### src/rtl/arc4_pkg.sv
// arc4_pkg: shared types and constants for the ARC4 decryption engine.
//   state_t       controller states
//   S_DEPTH       size of the ARC4 permutation array
//   ASCII_LO/HI   printable range used by the plaintext check
//   *_CYCLES      phase costs, so a bench can predict run latency
package arc4_pkg;

    typedef enum logic [3:0] {
        IDLE,
        INIT,
        KSA_RI,
        KSA_RJ,
        KSA_WJ,
        KSA_WI,
        LEN_RD,
        LEN_WR,
        P_RI,
        P_RJ,
        P_WI,
        P_WJ,
        P_PAD,
        P_WR,
        DONE
    } state_t;

    localparam int S_DEPTH = 256;

    localparam logic [7:0] ASCII_LO = 8'h20;
    localparam logic [7:0] ASCII_HI = 8'h7E;

    localparam int INIT_CYCLES     = 256;
    localparam int KSA_CYCLES      = 1024;
    localparam int LEN_CYCLES      = 2;
    localparam int PRGA_BYTE_CYCLES = 6;
    localparam int DONE_CYCLES     = 1;
    localparam int RUN_BASE_CYCLES = INIT_CYCLES + KSA_CYCLES + LEN_CYCLES + DONE_CYCLES;

    function automatic logic is_printable(input logic [7:0] b);
        return (b >= ASCII_LO) && (b <= ASCII_HI);
    endfunction

endpackage

### src/rtl/arc4_s_ram.sv
// arc4_s_ram: 256x8 single-port synchronous RAM holding the ARC4 S array.
//   clk     clock
//   addr    read/write address
//   wrdata  write data
//   wren    write enable
//   rddata  registered read data (valid the cycle after addr is presented)
module arc4_s_ram
    import arc4_pkg::*;
(
    input  logic       clk,
    input  logic [7:0] addr,
    input  logic [7:0] wrdata,
    input  logic       wren,
    output logic [7:0] rddata
);

    logic [7:0] mem [S_DEPTH];

    always_ff @(posedge clk) begin
        if (wren) begin
            mem[addr] <= wrdata;
        end
        rddata <= mem[addr];
    end

endmodule

### src/rtl/arc4_core.sv
// arc4_core: single-controller ARC4 decryptor with printable-ASCII verdict.
//   clk, rst_n       clock, synchronous active-low reset
//   en / rdy         start request / idle-and-result-valid
//   key              key, byte 0 in the top byte, latched on accept
//   ct_addr/ct_rddata  length-prefixed ciphertext memory (1-cycle read)
//   pt_addr/pt_wrdata/pt_wren  length-prefixed plaintext memory write port
//   key_ok           verdict of the last run, held until the next accept
module arc4_core
    import arc4_pkg::*;
#(
    parameter int KEY_BYTES   = 3,
    parameter int CHECK_ASCII = 1,
    parameter int STOP_ON_BAD = 1
) (
    input  logic                   clk,
    input  logic                   rst_n,
    input  logic                   en,
    output logic                   rdy,
    input  logic [8*KEY_BYTES-1:0] key,
    output logic [7:0]             ct_addr,
    input  logic [7:0]             ct_rddata,
    output logic [7:0]             pt_addr,
    output logic [7:0]             pt_wrdata,
    output logic                   pt_wren,
    output logic                   key_ok
);

    localparam bit         CHECK     = (CHECK_ASCII != 0);
    localparam bit         STOP      = CHECK && (STOP_ON_BAD != 0);
    localparam logic [5:0] KIDX_LAST = 6'(KEY_BYTES - 1);

    state_t                 state_reg, state_next;
    logic [7:0]             i_reg, i_next;
    logic [7:0]             j_reg, j_next;
    logic [7:0]             k_reg, k_next;
    logic [7:0]             len_reg, len_next;
    logic [7:0]             si_reg, si_next;
    logic [7:0]             sj_reg, sj_next;
    logic [7:0]             ct_reg, ct_next;
    logic [5:0]             kidx_reg, kidx_next;
    logic [8*KEY_BYTES-1:0] key_reg, key_next;
    logic                   bad_reg, bad_next;
    logic                   key_ok_reg, key_ok_next;

    logic [7:0] s_addr, s_wrdata, s_rddata;
    logic       s_wren;

    arc4_s_ram u_s_ram (
        .clk    (clk),
        .addr   (s_addr),
        .wrdata (s_wrdata),
        .wren   (s_wren),
        .rddata (s_rddata)
    );

    // Split the latched key into bytes, byte 0 taken from the top.
    logic [7:0] key_bytes [KEY_BYTES];
    generate
        for (genvar gi = 0; gi < KEY_BYTES; gi++) begin : g_key_bytes
            assign key_bytes[gi] = key_reg[8*(KEY_BYTES-gi)-1 -: 8];
        end
    endgenerate

    logic [7:0] key_byte;
    always_comb begin
        key_byte = 8'h00;
        for (int n = 0; n < KEY_BYTES; n++) begin
            if (kidx_reg == 6'(n)) key_byte = key_bytes[n];
        end
    end

    logic [7:0] i_inc, j_ksa, j_prga, pt_byte;
    logic       bad_byte;
    assign i_inc    = i_reg + 8'd1;
    assign j_ksa    = j_reg + s_rddata + key_byte;
    assign j_prga   = j_reg + s_rddata;
    assign pt_byte  = s_rddata ^ ct_reg;
    assign bad_byte = CHECK && !is_printable(pt_byte);

    always_ff @(posedge clk) begin
        if (!rst_n) begin
            state_reg  <= IDLE;
            i_reg      <= 8'h00;
            j_reg      <= 8'h00;
            k_reg      <= 8'h00;
            len_reg    <= 8'h00;
            si_reg     <= 8'h00;
            sj_reg     <= 8'h00;
            ct_reg     <= 8'h00;
            kidx_reg   <= 6'd0;
            key_reg    <= '0;
            bad_reg    <= 1'b0;
            key_ok_reg <= 1'b0;
        end else begin
            state_reg  <= state_next;
            i_reg      <= i_next;
            j_reg      <= j_next;
            k_reg      <= k_next;
            len_reg    <= len_next;
            si_reg     <= si_next;
            sj_reg     <= sj_next;
            ct_reg     <= ct_next;
            kidx_reg   <= kidx_next;
            key_reg    <= key_next;
            bad_reg    <= bad_next;
            key_ok_reg <= key_ok_next;
        end
    end

    always_comb begin
        state_next  = state_reg;
        i_next      = i_reg;
        j_next      = j_reg;
        k_next      = k_reg;
        len_next    = len_reg;
        si_next     = si_reg;
        sj_next     = sj_reg;
        ct_next     = ct_reg;
        kidx_next   = kidx_reg;
        key_next    = key_reg;
        bad_next    = bad_reg;
        key_ok_next = key_ok_reg;
        s_addr      = 8'h00;
        s_wrdata    = 8'h00;
        s_wren      = 1'b0;
        ct_addr     = 8'h00;
        pt_addr     = 8'h00;
        pt_wrdata   = 8'h00;
        pt_wren     = 1'b0;

        case (state_reg)
            IDLE: begin
                if (en) begin
                    key_next    = key;
                    key_ok_next = 1'b0;
                    bad_next    = 1'b0;
                    i_next      = 8'h00;
                    j_next      = 8'h00;
                    k_next      = 8'h00;
                    kidx_next   = 6'd0;
                    state_next  = INIT;
                end
            end
            INIT: begin
                s_addr   = i_reg;
                s_wrdata = i_reg;
                s_wren   = 1'b1;
                i_next   = i_inc;
                if (i_reg == 8'hFF) state_next = KSA_RI;
            end
            KSA_RI: begin
                s_addr     = i_reg;
                state_next = KSA_RJ;
            end
            KSA_RJ: begin
                si_next    = s_rddata;
                j_next     = j_ksa;
                s_addr     = j_ksa;
                state_next = KSA_WJ;
            end
            KSA_WJ: begin
                // Capture S[j] before the swap overwrites it.
                sj_next    = s_rddata;
                s_addr     = j_reg;
                s_wrdata   = si_reg;
                s_wren     = 1'b1;
                state_next = KSA_WI;
            end
            KSA_WI: begin
                s_addr    = i_reg;
                s_wrdata  = sj_reg;
                s_wren    = 1'b1;
                i_next    = i_inc;
                kidx_next = (kidx_reg == KIDX_LAST) ? 6'd0 : kidx_reg + 6'd1;
                state_next = (i_reg == 8'hFF) ? LEN_RD : KSA_RI;
            end
            LEN_RD: begin
                ct_addr    = 8'h00;
                state_next = LEN_WR;
            end
            LEN_WR: begin
                len_next   = ct_rddata;
                pt_addr    = 8'h00;
                pt_wrdata  = ct_rddata;
                pt_wren    = 1'b1;
                i_next     = 8'h00;
                j_next     = 8'h00;
                k_next     = 8'h01;
                state_next = (ct_rddata == 8'h00) ? DONE : P_RI;
            end
            P_RI: begin
                i_next     = i_inc;
                s_addr     = i_inc;
                ct_addr    = k_reg;
                state_next = P_RJ;
            end
            P_RJ: begin
                si_next    = s_rddata;
                j_next     = j_prga;
                s_addr     = j_prga;
                ct_next    = ct_rddata;
                state_next = P_WI;
            end
            P_WI: begin
                sj_next    = s_rddata;
                s_addr     = i_reg;
                s_wrdata   = s_rddata;
                s_wren     = 1'b1;
                state_next = P_WJ;
            end
            P_WJ: begin
                s_addr     = j_reg;
                s_wrdata   = si_reg;
                s_wren     = 1'b1;
                state_next = P_PAD;
            end
            P_PAD: begin
                s_addr     = si_reg + sj_reg;
                state_next = P_WR;
            end
            P_WR: begin
                pt_addr   = k_reg;
                pt_wrdata = pt_byte;
                pt_wren   = 1'b1;
                k_next    = k_reg + 8'd1;
                if (bad_byte) bad_next = 1'b1;
                if ((k_reg == len_reg) || (STOP && bad_byte)) state_next = DONE;
                else                                          state_next = P_RI;
            end
            DONE: begin
                key_ok_next = !bad_reg;
                state_next  = IDLE;
            end
            default: state_next = IDLE;
        endcase
    end

    assign rdy    = (state_reg == IDLE);
    assign key_ok = key_ok_reg;

endmodule

### config.mk
export PLATFORM = sky130hd
export DESIGN_NAME = arc4_core
export DESIGN_NICKNAME = d
export VERILOG_FILES = /design/src/rtl/arc4_pkg.sv /design/src/rtl/arc4_s_ram.sv /design/src/rtl/arc4_core.sv
export SDC_FILE = /design/constraint.sdc
export NUM_CORES = 2
export LEC_CHECK = 0
export ABC_AREA = 1
export CAP_MARGIN = 25
export CORE_MARGIN = 3
export CORE_UTILIZATION = 35
export DETAILED_ROUTE_END_ITERATION = 8
export PLACE_DENSITY = 0.54
export RECOVER_POWER = 50
export SYNTH_ARGS = -nofsm -noshare
export SYNTH_HDL_FRONTEND = slang
export SYNTH_SLANG_ARGS = --single-unit
### constraint.sdc
create_clock -name clk -period 12.45 [get_ports clk]
set_input_delay 2.49 -clock clk [delete_from_list [all_inputs] [get_ports clk]]
set_output_delay 2.49 -clock clk [all_outputs]
set_load 0.02 [all_outputs]
==> results.cfg <==
[floorplanning]
start_util_pct = 35.2
io_pins = 62
die_height_um = 521
rows = 188
core_area_um2 = 263000
dieArea_um2 = 271000
die_w_um = 521

[pwr]
power_mw = 16.5
leakage_nw = 39.1
powerDensity_nw_per_um2 = 159
vdd_drop_max_mv = 0.162

[synthesis]
yosys_warnings = 0
async_flop_share_pct = 0
syn_nets = 9464
yosysUniqueCellTypes = 46
synth-main-ff-cell = edfxtp_1
syn_avg_cell_area_um2 = 9.86
postSynthCellCount = 9399
synthesis.area_um2 = 92700
ys_seq_area_share_pct = 68.5
synth_seq_cells = 2148
synth_edf_count = 2048

[finish]
regMostFlops = u_s_ram.mem
syn2layout_area_growth_pct = 11.7
final_util_pct = 39.4
drive_above_1_share_pct = 4.85
fillers = 25900
largest_reg_flops = 2048
finalNonFillerCells = 13000
nets = 9349

[drt]
route.detailed.drc = 0
drt_wl_total_mm = 279
wl_per_cell_um = 21.5
vias_per_cell = 5.02
antenna_left = 0
first_pass_iters = 7
vias = 65200
drt_iter0_drc = 6490

[placement]
dp_hpwl_mm = 158
port_buffers = 61
gp_congestion = 0.853
dp_cells = 12600
place_ws_ns = 5.56

[timing]
setup_violations = 0
fmax_ghz = 0.114
slew_viol_final = 1370
rsz0062_at_grt = false
fin_setup_tns_ns = 0
fin_crit_sh_pct = 70.3
worst_pin_slew_ns = 4.74
min_period_ns = 8.75
hold_violations = 0
setup_ws_ns = 3.70
slew_headroom_pct = -216
fin_skew_ns = 0.0489

[cts]
numClockSinks = 2148
cts_tree = done
cts_max_level = 4
cts_resized = 0
insertion_delay_ns = 0.88
clk_path_buf_depth = 3
postCtsSetupBuffers = 0
cts_buffers = 220
path_clk_slew_ns = 0.06
ctsHoldBuffers = 0
clock-root-buffer = clkbuf_16

[critical_path]
max_stage_delay_ns = 2.81
cp.arrival_ns = 9.32
path_cells = nor2_1 > inv_1 > nor2_1 > clkinv_1 > o2111ai_1 > clkbuf_1 > clkbuf_1 > buf_4
crit_slowest_cell = clkbuf_1
path_max_fanout = 63
end_kind = flip-flop
required_ns = 13.02
start_kind = flip-flop
crit_type = reg2reg
cp_num_buf_inv = 5
critPathTopFamily = buffers and inverters

[run_status]
status = complete, but fails checks
violations = max-capacitance violations, max-slew violations

[min_path]
hp-class = reg2reg

[grt]
gr-total-overflow = 0
grt_first_pass_wirelength_mm = 415
grtUsageTotal_pct = 20.1
antenna_found_initial = 4
grt_pass1_vias = 63100
grt_max_degree = 207

[job]
maxCapViolations = 23
-- through the flow --
stage	cell area, um^2	hold WS (ns)
3_3_place_gp	96600	0.455
5_1_grt	104000	0.484
3_5_place_dp	96600	0.450
4_1_cts	104000	0.466
6_report	104000	0.465
2_1_floorplan	92700	0.425
-- path summary, 6_finish.rpt --
kind                startpoint             endpoint  slack [ns]  cells past startpoint
setup reg to reg  state_reg[3]  u_s_ram.mem[252][6]        3.70                      8
hold reg to reg         key_ok               key_ok        0.46                      2
setup / recovery  state_reg[3]  u_s_ram.mem[252][6]        3.70                      8
hold / removal          key_ok               key_ok        0.46                      2
-- synthesized netlist by cell type (4+ instances only) --
cell type     n  area share (%)
a21oi_1      75            0.41
a21oi_2       4           0.038
a31oi_1       4           0.027
buf_1        43            0.17
buf_2       258             1.4
buf_4        10           0.081
buf_6         5           0.061
clkbuf_1    186            0.75
clkinv_1      4           0.016
dfxtp_1     100             2.2
edfxtp_1   2048              66
ha_1         27            0.36
inv_1       118            0.48
inv_2        13           0.053
nand2_1    5309              22
nand2_4       5           0.061
nand3_1     419             2.3
nand4_1      10           0.068
nor2_1      535             2.2
nor2_2        5           0.034
nor3_1        8           0.043
o2111ai_1     8           0.076
o21ai_0      84            0.45
o21ai_1      50            0.27
o22ai_1       4           0.027
o311ai_0      8           0.076
xnor2_1      10           0.095
xor2_1       17            0.16
-- power by group --
part           leakage, nW  switching (mW)  internal (mW)  total [mW]
Clock                 3.51            2.87           3.71        6.58
Sequential            16.9          0.0669           7.86        7.93
Combinational         18.7            1.41          0.546        1.96
Total                 39.1            4.35           12.1        16.5
-- logic make-up after synthesis --
family / synth area share [%]
AND/OR/NAND/NOR: 26.3
flip-flops: 68.5
buffers and inverters: 3.01
AO/OA/AOI/OAI: 1.46
adder cells (fa/ha/maj): 0.429
XOR/XNOR: 0.255
-- worst register-to-register path: cells and delay by family (launching register included) --
kind            cells  cell delay (ns)
flops               1             0.38
simple gates        2             0.51
compound gates      1             0.44
buf+inv             5             7.09
-- layout by cell type (no fill, tap or decap), drive strengths merged --
cell and n:
nor4 3, clkdlybuf4s50 58, nor3 13, o41ai 1, o21a 1, o21bai 1
o311ai 8, a211oi 2, a21o 1, clkinvlp 7, o21ai 134, a32oi 1
clkinv 118, fa 3, nand3 419, edfxtp 2048, xnor2 10, a31oi 4
o2111ai 8, a21oi 79, inv 140, clkbuf 286, xor2 17, dlygate4sd3 3
bufinv 21, dfxtp 100, nor2 542, buf 81, a221oi 1, nand2 5317
or2 3, diode 5, nand3b 2, nand4 10, ha 27, and3 1
o22ai 4, o211ai 2
-- final cells by class --
cell class                 count  area, um^2  area share [%]
clock buffer                 263        5710            5.51
antenna                        5        12.5          0.0121
tap                         3515        4400            4.25
sequential                  2148       63500            61.3
timing repair buffer         165        1480            1.43
inverter                     135         522           0.504
clock inverter               151        1440            1.39
multi-input combinational   6614       26500            25.6
-- routing by layer --
layer	up-vias	share of wire, %	track usage, %	routed length [um]
met5	-	0.0047	0	13
met4	2	3.1	6.48	8530
met3	405	6.4	2.69	18000
met2	2286	47	32.9	131000
met1	32000	44	27.7	122000
li1	30500	-	-	-
Power figures use the tool's default switching activity.
